**src/rtl/issue_queue_port_pkg.sv**
```systemverilog
// Shared types for the single-lane issue queue: uop, writeback snoop, branch and entry structs,
// plus the signed wrap-around age compare used for flush and oldest-first selection.
package issue_queue_port_pkg;

    localparam int SQN_W           = 7;
    localparam int TAG_W           = 7;
    localparam int NUM_ENTRIES_DEF = 8;
    localparam int IQ_IDX_W        = $clog2(NUM_ENTRIES_DEF);

    typedef struct packed {
        logic             valid;
        logic [SQN_W-1:0] sqN;
        logic [TAG_W-1:0] tagA;
        logic [TAG_W-1:0] tagB;
        logic [TAG_W-1:0] tagDst;
        logic [5:0]       opcode;
    } IS_UOp;

    typedef struct packed {
        logic             valid;
        logic [TAG_W-1:0] tagDst;
    } ResultUOp;

    typedef struct packed {
        logic             taken;
        logic [SQN_W-1:0] sqN;
    } BranchProv;

    typedef struct packed {
        logic  valid;
        logic  availA;
        logic  availB;
        IS_UOp uop;
    } IQEntry;

    // a is younger than b when the wrapped difference a-b is strictly positive
    function automatic logic is_younger(input logic [SQN_W-1:0] a, input logic [SQN_W-1:0] b);
        logic [SQN_W-1:0] d;
        d = a - b;
        return !d[SQN_W-1] && (d != '0);
    endfunction

endpackage

```
**src/rtl/issue_queue_port_age_select.sv**
```systemverilog
// One-hot grant over ready entries. IQ_OLDEST_FIRST_EN selects the oldest sqN (pairwise
// signed compares, ties to lower index); otherwise the lowest-index ready entry wins.
module iq_age_select
    import issue_queue_port_pkg::*;
#(
    parameter int N = 8
) (
    input  logic [N-1:0]     ready,
    input  logic [SQN_W-1:0] sqn [N],
    output logic [N-1:0]     grant,
    output logic             valid
);

`ifdef IQ_OLDEST_FIRST_EN
    always_comb begin
        grant = '0;
        for (int i = 0; i < N; i++) begin
            grant[i] = ready[i];
            for (int j = 0; j < N; j++) begin
                if (j != i && ready[j]) begin
                    if (is_younger(sqn[i], sqn[j]) || (sqn[i] == sqn[j] && j < i))
                        grant[i] = 1'b0;
                end
            end
        end
    end
`else
    always_comb begin
        logic found;
        grant = '0;
        found = 1'b0;
        for (int i = 0; i < N; i++) begin
            if (ready[i] && !found) begin
                grant[i] = 1'b1;
                found    = 1'b1;
            end
        end
    end
`endif

    assign valid = |grant;

endmodule

```
**src/rtl/issue_queue_port.sv**
```systemverilog
// Single-port out-of-order issue queue: wakeup by writeback snoop, one registered issue per
// cycle, stall hold and branch flush. Selection policy set by IQ_OLDEST_FIRST_EN.
module issue_queue_port
    import issue_queue_port_pkg::*;
#(
    parameter int NUM_ENTRIES = NUM_ENTRIES_DEF,
    parameter int NUM_WBS     = 4
) (
    input  logic                           clk,
    input  logic                           rst,
    input  logic                           IN_valid,
    input  IS_UOp                          IN_uop,
    input  logic                           IN_availA,
    input  logic                           IN_availB,
    output logic                           OUT_full,
    output logic [$clog2(NUM_ENTRIES):0]   OUT_freeCnt,
    input  ResultUOp                       IN_resultUOps [NUM_WBS],
    input  BranchProv                      IN_branch,
    input  logic                           IN_stall,
    output IS_UOp                          OUT_uop
);

    localparam int IDX_W = $clog2(NUM_ENTRIES);
    localparam int CNT_W = IDX_W + 1;

    IQEntry                 entries [NUM_ENTRIES];
    IS_UOp                  out_uop;
    logic [CNT_W-1:0]       cnt;
    logic [IDX_W-1:0]       free_idx;
    logic [NUM_ENTRIES-1:0] ready;
    logic [NUM_ENTRIES-1:0] flush_young;
    logic [NUM_ENTRIES-1:0] grant;
    logic                   grant_valid;
    logic [SQN_W-1:0]       sqn_arr [NUM_ENTRIES];
    IS_UOp                  sel_uop;
    IQEntry                 new_entry;
    logic                   issue;
    logic                   enq;

    function automatic logic wake(input logic [TAG_W-1:0] tag);
        logic hit;
        hit = 1'b0;
        for (int k = 0; k < NUM_WBS; k++) begin
            if (IN_resultUOps[k].valid && IN_resultUOps[k].tagDst == tag && !tag[TAG_W-1])
                hit = 1'b1;
        end
        return hit;
    endfunction

    always_comb begin
        cnt      = '0;
        free_idx = '0;
        for (int i = NUM_ENTRIES - 1; i >= 0; i--) begin
            cnt = cnt + CNT_W'(entries[i].valid);
            if (!entries[i].valid)
                free_idx = IDX_W'(i);
        end
    end

    assign OUT_full    = (cnt == CNT_W'(NUM_ENTRIES));
    assign OUT_freeCnt = CNT_W'(NUM_ENTRIES) - cnt;

    // Wakeups arriving this cycle count toward readiness so issue lands on the same edge
    always_comb begin
        for (int i = 0; i < NUM_ENTRIES; i++) begin
            flush_young[i] = IN_branch.taken && is_younger(entries[i].uop.sqN, IN_branch.sqN);
            ready[i]       = entries[i].valid && !flush_young[i]
                          && (entries[i].availA || wake(entries[i].uop.tagA))
                          && (entries[i].availB || wake(entries[i].uop.tagB));
            sqn_arr[i]     = entries[i].uop.sqN;
        end
    end

    iq_age_select #(.N(NUM_ENTRIES)) u_select (
        .ready (ready),
        .sqn   (sqn_arr),
        .grant (grant),
        .valid (grant_valid)
    );

    always_comb begin
        sel_uop = '0;
        for (int i = 0; i < NUM_ENTRIES; i++) begin
            if (grant[i])
                sel_uop = sel_uop | entries[i].uop;
        end
    end

    assign issue = grant_valid && !IN_stall;
    assign enq   = IN_valid && !OUT_full
                && !(IN_branch.taken && is_younger(IN_uop.sqN, IN_branch.sqN));

    always_comb begin
        new_entry           = '0;
        new_entry.valid     = 1'b1;
        new_entry.uop       = IN_uop;
        new_entry.uop.valid = 1'b1;
        new_entry.availA    = IN_availA || IN_uop.tagA[TAG_W-1] || wake(IN_uop.tagA);
        new_entry.availB    = IN_availB || IN_uop.tagB[TAG_W-1] || wake(IN_uop.tagB);
    end

    always_ff @(posedge clk) begin
        if (rst) begin
            for (int i = 0; i < NUM_ENTRIES; i++)
                entries[i] <= '0;
            out_uop <= '0;
        end else begin
            for (int i = 0; i < NUM_ENTRIES; i++) begin
                if (entries[i].valid) begin
                    if (wake(entries[i].uop.tagA))
                        entries[i].availA <= 1'b1;
                    if (wake(entries[i].uop.tagB))
                        entries[i].availB <= 1'b1;
                    if (flush_young[i] || (issue && grant[i]))
                        entries[i].valid <= 1'b0;
                end
            end
            // free_idx always points at an invalid entry, so it never collides with the updates above
            if (enq)
                entries[free_idx] <= new_entry;
            if (!IN_stall) begin
                out_uop       <= sel_uop;
                out_uop.valid <= grant_valid;
            end else if (IN_branch.taken && is_younger(out_uop.sqN, IN_branch.sqN)) begin
                out_uop.valid <= 1'b0;
            end
        end
    end

    assign OUT_uop = out_uop;

endmodule

```
**config.mk**
```make
export PLATFORM = sky130hd
export DESIGN_NAME = issue_queue_port
export DESIGN_NICKNAME = d
export VERILOG_FILES = /design/src/rtl/issue_queue_port_pkg.sv /design/src/rtl/issue_queue_port_age_select.sv /design/src/rtl/issue_queue_port.sv
export SDC_FILE = /design/constraint.sdc
export NUM_CORES = 1
export LEC_CHECK = 0
export BUFFER_PORTS_ARGS = -buffer_cell sky130_fd_sc_hd__buf_2
export CORE_UTILIZATION = 48
export CTS_CLUSTER_SIZE = 12
export DETAILED_ROUTE_END_ITERATION = 10
export PLACE_DENSITY_LB_ADDON = 0.25
export SYNTH_ARGS = -nofsm -noshare
export SYNTH_HDL_FRONTEND = slang
export SYNTH_SLANG_ARGS = --single-unit
```
**constraint.sdc**
```tcl
create_clock -name clk -period 9.6 [get_ports clk]
set_input_delay 0.48 -clock clk [delete_from_list [all_inputs] [get_ports clk]]
set_output_delay 0.48 -clock clk [all_outputs]
set_load 0.01 [all_outputs]
```
==> impl_metrics.tcl <==
set metrics [dict create \
    wl_per_cell_microns 26.5 \
    r2r_slack_ps 3500 \
    grt_pass1_vias 19300 \
    busiest_layer "met2" \
    instances_no_fill 3134 \
    synth_area_leaders "edfxtp_1 34%, xor2_1 11%, xnor2_1 8.5%" \
    synthArstFlopShare_pct 0 \
    period_share_pct 63.6 \
    grtUsageTotal_pct 31.3 \
    ys_seq_area_share_pct 38.3 \
    clk_latency_ps 600 \
    vdd_drop_max_uv 227 \
    synth_xor_xnor_area_share_pct 19.1 \
    final_antenna_net_count 0 \
    overflow 0 \
    syn_inst 2513 \
    drc 0 \
    outcome "finished clean" \
    ios 121 \
    powerDensity_nw_per_um2 146 \
    synth_area_sq_um 24500 \
    path_clk_slew_ps 60 \
    rsz0062_at_grt "false" \
    io_buffer_count 119 \
    finalHoldViolCount 0 \
    avgSynthCellArea_sq_um 9.76 \
    gp_congestion 0.934 \
    synth_adder_area_share_pct 4.51 \
    hold_depth 2 \
    ys.flop_type "edfxtp_1" \
    power.leakage_uw 0.0103 \
    criticalPathCategory "flop to flop" \
    post_cts_resized 0 \
    cts_tree "yes" \
    tightest_slew_ps 1230 \
    cts_buffers 39 \
    synth_top_family_by_area "XOR/XNOR gates" \
    fin_crit_ps 6100 \
    fp.dieW_microns 228 \
    grt.met3_usage_pct 6.11 \
    worstHoldStart "IN_uop[12]" \
    root_buffer "clkbuf_16" \
    use_met1_pct 41.9 \
    syn_to_final_growth_pct 7.39 \
    start_kind "flop" \
    htreeDepth 2 \
    ctsHoldBuffers 0 \
    nets 2592 \
    firstDrtPassIters 6 \
    yosysTopAreaCell "edfxtp_1" \
    slew_headroom_pct 17.6 \
    start_util_pct 48.8 \
    viasPerCell 6.30 \
    die_h_microns 228 \
    layout-drive-gt1-share_pct 9.99 \
    worstRegToRegCells 14 \
    fin_skew_ps 38.6 \
    max_freq_mhz 164 \
    cts_buffer_depth 3 \
    drv_cap 0 \
    min_path_type "primary input to flop" \
    yosysWarnings 0 \
    synth_most_common_cell "xor2_1" \
    clock-sinks 331 \
    rows 82 \
    crit_fanout 36 \
    finalSetupViolations 0 \
    setup_tns_ps 0 \
    ys_types 87 \
    synth-simple-area-share_pct 18.3 \
    timing.rr.end "entries[3][16]$_DFFE_PP_" \
    drt_iter0_markers 2027 \
    synthMuxAreaShare_pct 1.84 \
    slew_violations 0 \
    num_vias 19800 \
    grt_pass1_wl_microns 122000 \
    crit_path_end_kind "flop" \
    postCtsSetupBuffers 0 \
    critPathRequiredTime_ps 9780 \
    synth_compound_area_share_pct 11.5 \
    synth_seq_cells 331 \
    r2r_start "entries[2][37]$_SDFFE_PP1P_" \
    grt_max_degree 75 \
    synth_nets 2674 \
    core_sq_um 50300 \
    synth_top_area_share_pct 34.0 \
    dp_cells 3062 \
    whs_endpoint "entries[1][12]$_DFFE_PP_" \
    grtUsageMet2_pct 49.6 \
    die_area_sq_um 52000 \
    diodes 0 \
    cp.arrival_ps 6280 \
    synth_common_cells "295 x xor2_1, 278 x edfxtp_1, 262 x and2_1" \
    antenna_found_initial 1 \
    drt_wl_total_microns 83000 \
    synth-edff-count 278 \
    dpl.hpwl_microns 52400 \
]
## area by class of cell
type,instances,area (sq um)
clock buffer,54,1080
clock inverter,18,221
fill,4481,23900
inverter,75,282
multi-input combinational,1829,13600
sequential,331,9410
tap,672,841
timing repair buffer,155,866
## placed cells by master, fill, tap and decap left out, types with 14 or more instances in the layout
cell type	synthesis	layout
xor2_1	295	295
edfxtp_1	278	278
and2_1	262	261
xnor2_1	239	239
buf_2	62	119
nor2_1	108	104
nand4_1	102	102
inv_1	71	68
ha_1	66	66
a21oi_1	65	65
nand2_1	66	64
nor4_1	56	56
dfxtp_1	53	53
o21ai_0	51	48
nand3_1	45	45
mux2i_1	44	44
clkbuf_16	0	39
a221oi_1	38	38
and3_1	37	37
nand2b_1	37	37
buf_4	20	36
a22o_1	33	33
o311a_1	31	31
o21ai_1	28	28
nor3_1	28	25
nor2b_1	17	17
a21o_1	14	14
fa_1	14	14
## state kept, by name, summed over array words and instances, names as in the netlist
register / cells
OUT_uop: 35
entries: 296
## layer usage
metal | part of all wire [%] | routed length [microns] | vias up
met1 | 41 | 33800 | 9731
li1 | - | - | 8663
met2 | 45 | 37200 | 1130
met3 | 10 | 8530 | 224
met5 | 0.016 | 13 | -
met4 | 4.1 | 3440 | 2
## where the power goes
| group | switching [uW] | leakage [uW] | internal [uW] |
|---|---|---|---|
| combinational | 395 | 0.00637 | 238 |
| clock | 636 | 0.000633 | 883 |
| sequential | 72.9 | 0.00331 | 1620 |
| total | 1100 | 0.0103 | 2750 |
## worst max-delay path, stage by stage, from the launching register on
cell      delay (ps)
dfxtp_1          560
clkinv_1         490
fa_1             610
fa_1             490
inv_1             40
ha_1             210
fa_1             590
inv_1             60
ha_1             210
and3_1           210
nand3b_1         310
a211o_1          500
nor3_2           150
buf_4            380
or2_2            860
## cells by family (layout without fill, tap and decap cells)
family | Yosys count | after routing
adder cells (fa/ha/maj) | 80 | 80
buffers and inverters | 353 | 302
multiplexers | 45 | 45
flip-flops | 331 | 331
AND/OR/NAND/NOR | 792 | 792
AO/OA/AOI/OAI | 378 | 378
XOR/XNOR | 534 | 534
## worst max path at each step
stage / from / endpoint / slack [ps] / cells after the start
finish: entries[2][37]$_SDFFE_PP1P_ / entries[3][16]$_DFFE_PP_ / 3500 / 14
global route: entries[2][37]$_SDFFE_PP1P_ / entries[3][18]$_DFFE_PP_ / 3290 / 14
CTS: entries[2][37]$_SDFFE_PP1P_ / entries[3][18]$_DFFE_PP_ / 3540 / 14
detailed placement: IN_branch[1] / OUT_uop[19]$_SDFFE_PP0N_ / 3450 / 15
global placement: IN_branch[1] / OUT_uop[19]$_SDFFE_PP0N_ / 3560 / 15
floorplan: entries[7][37]$_SDFFE_PP1P_ / entries[4][0]$_DFFE_PP_ / 2910 / 14
## through the flow
step / hold WS, ps / total power [uW] / utilization (%) / worst slack, ps / cell area (sq um)
after detailed placement: 537 / 2340 / 49.8 / 3450 / 25000
final: 261 / 3850 / 52.4 / 3500 / 26400
after global placement: 519 / 2320 / 49.8 / 3560 / 25000
after CTS: 241 / 3850 / 52.4 / 3540 / 26400
after floorplan: 500 / 2150 / - / 2910 / 24500
after global routing: 259 / 3960 / 52.4 / 3290 / 26400
No activity file was read; power rests on OpenSTA's default activity.
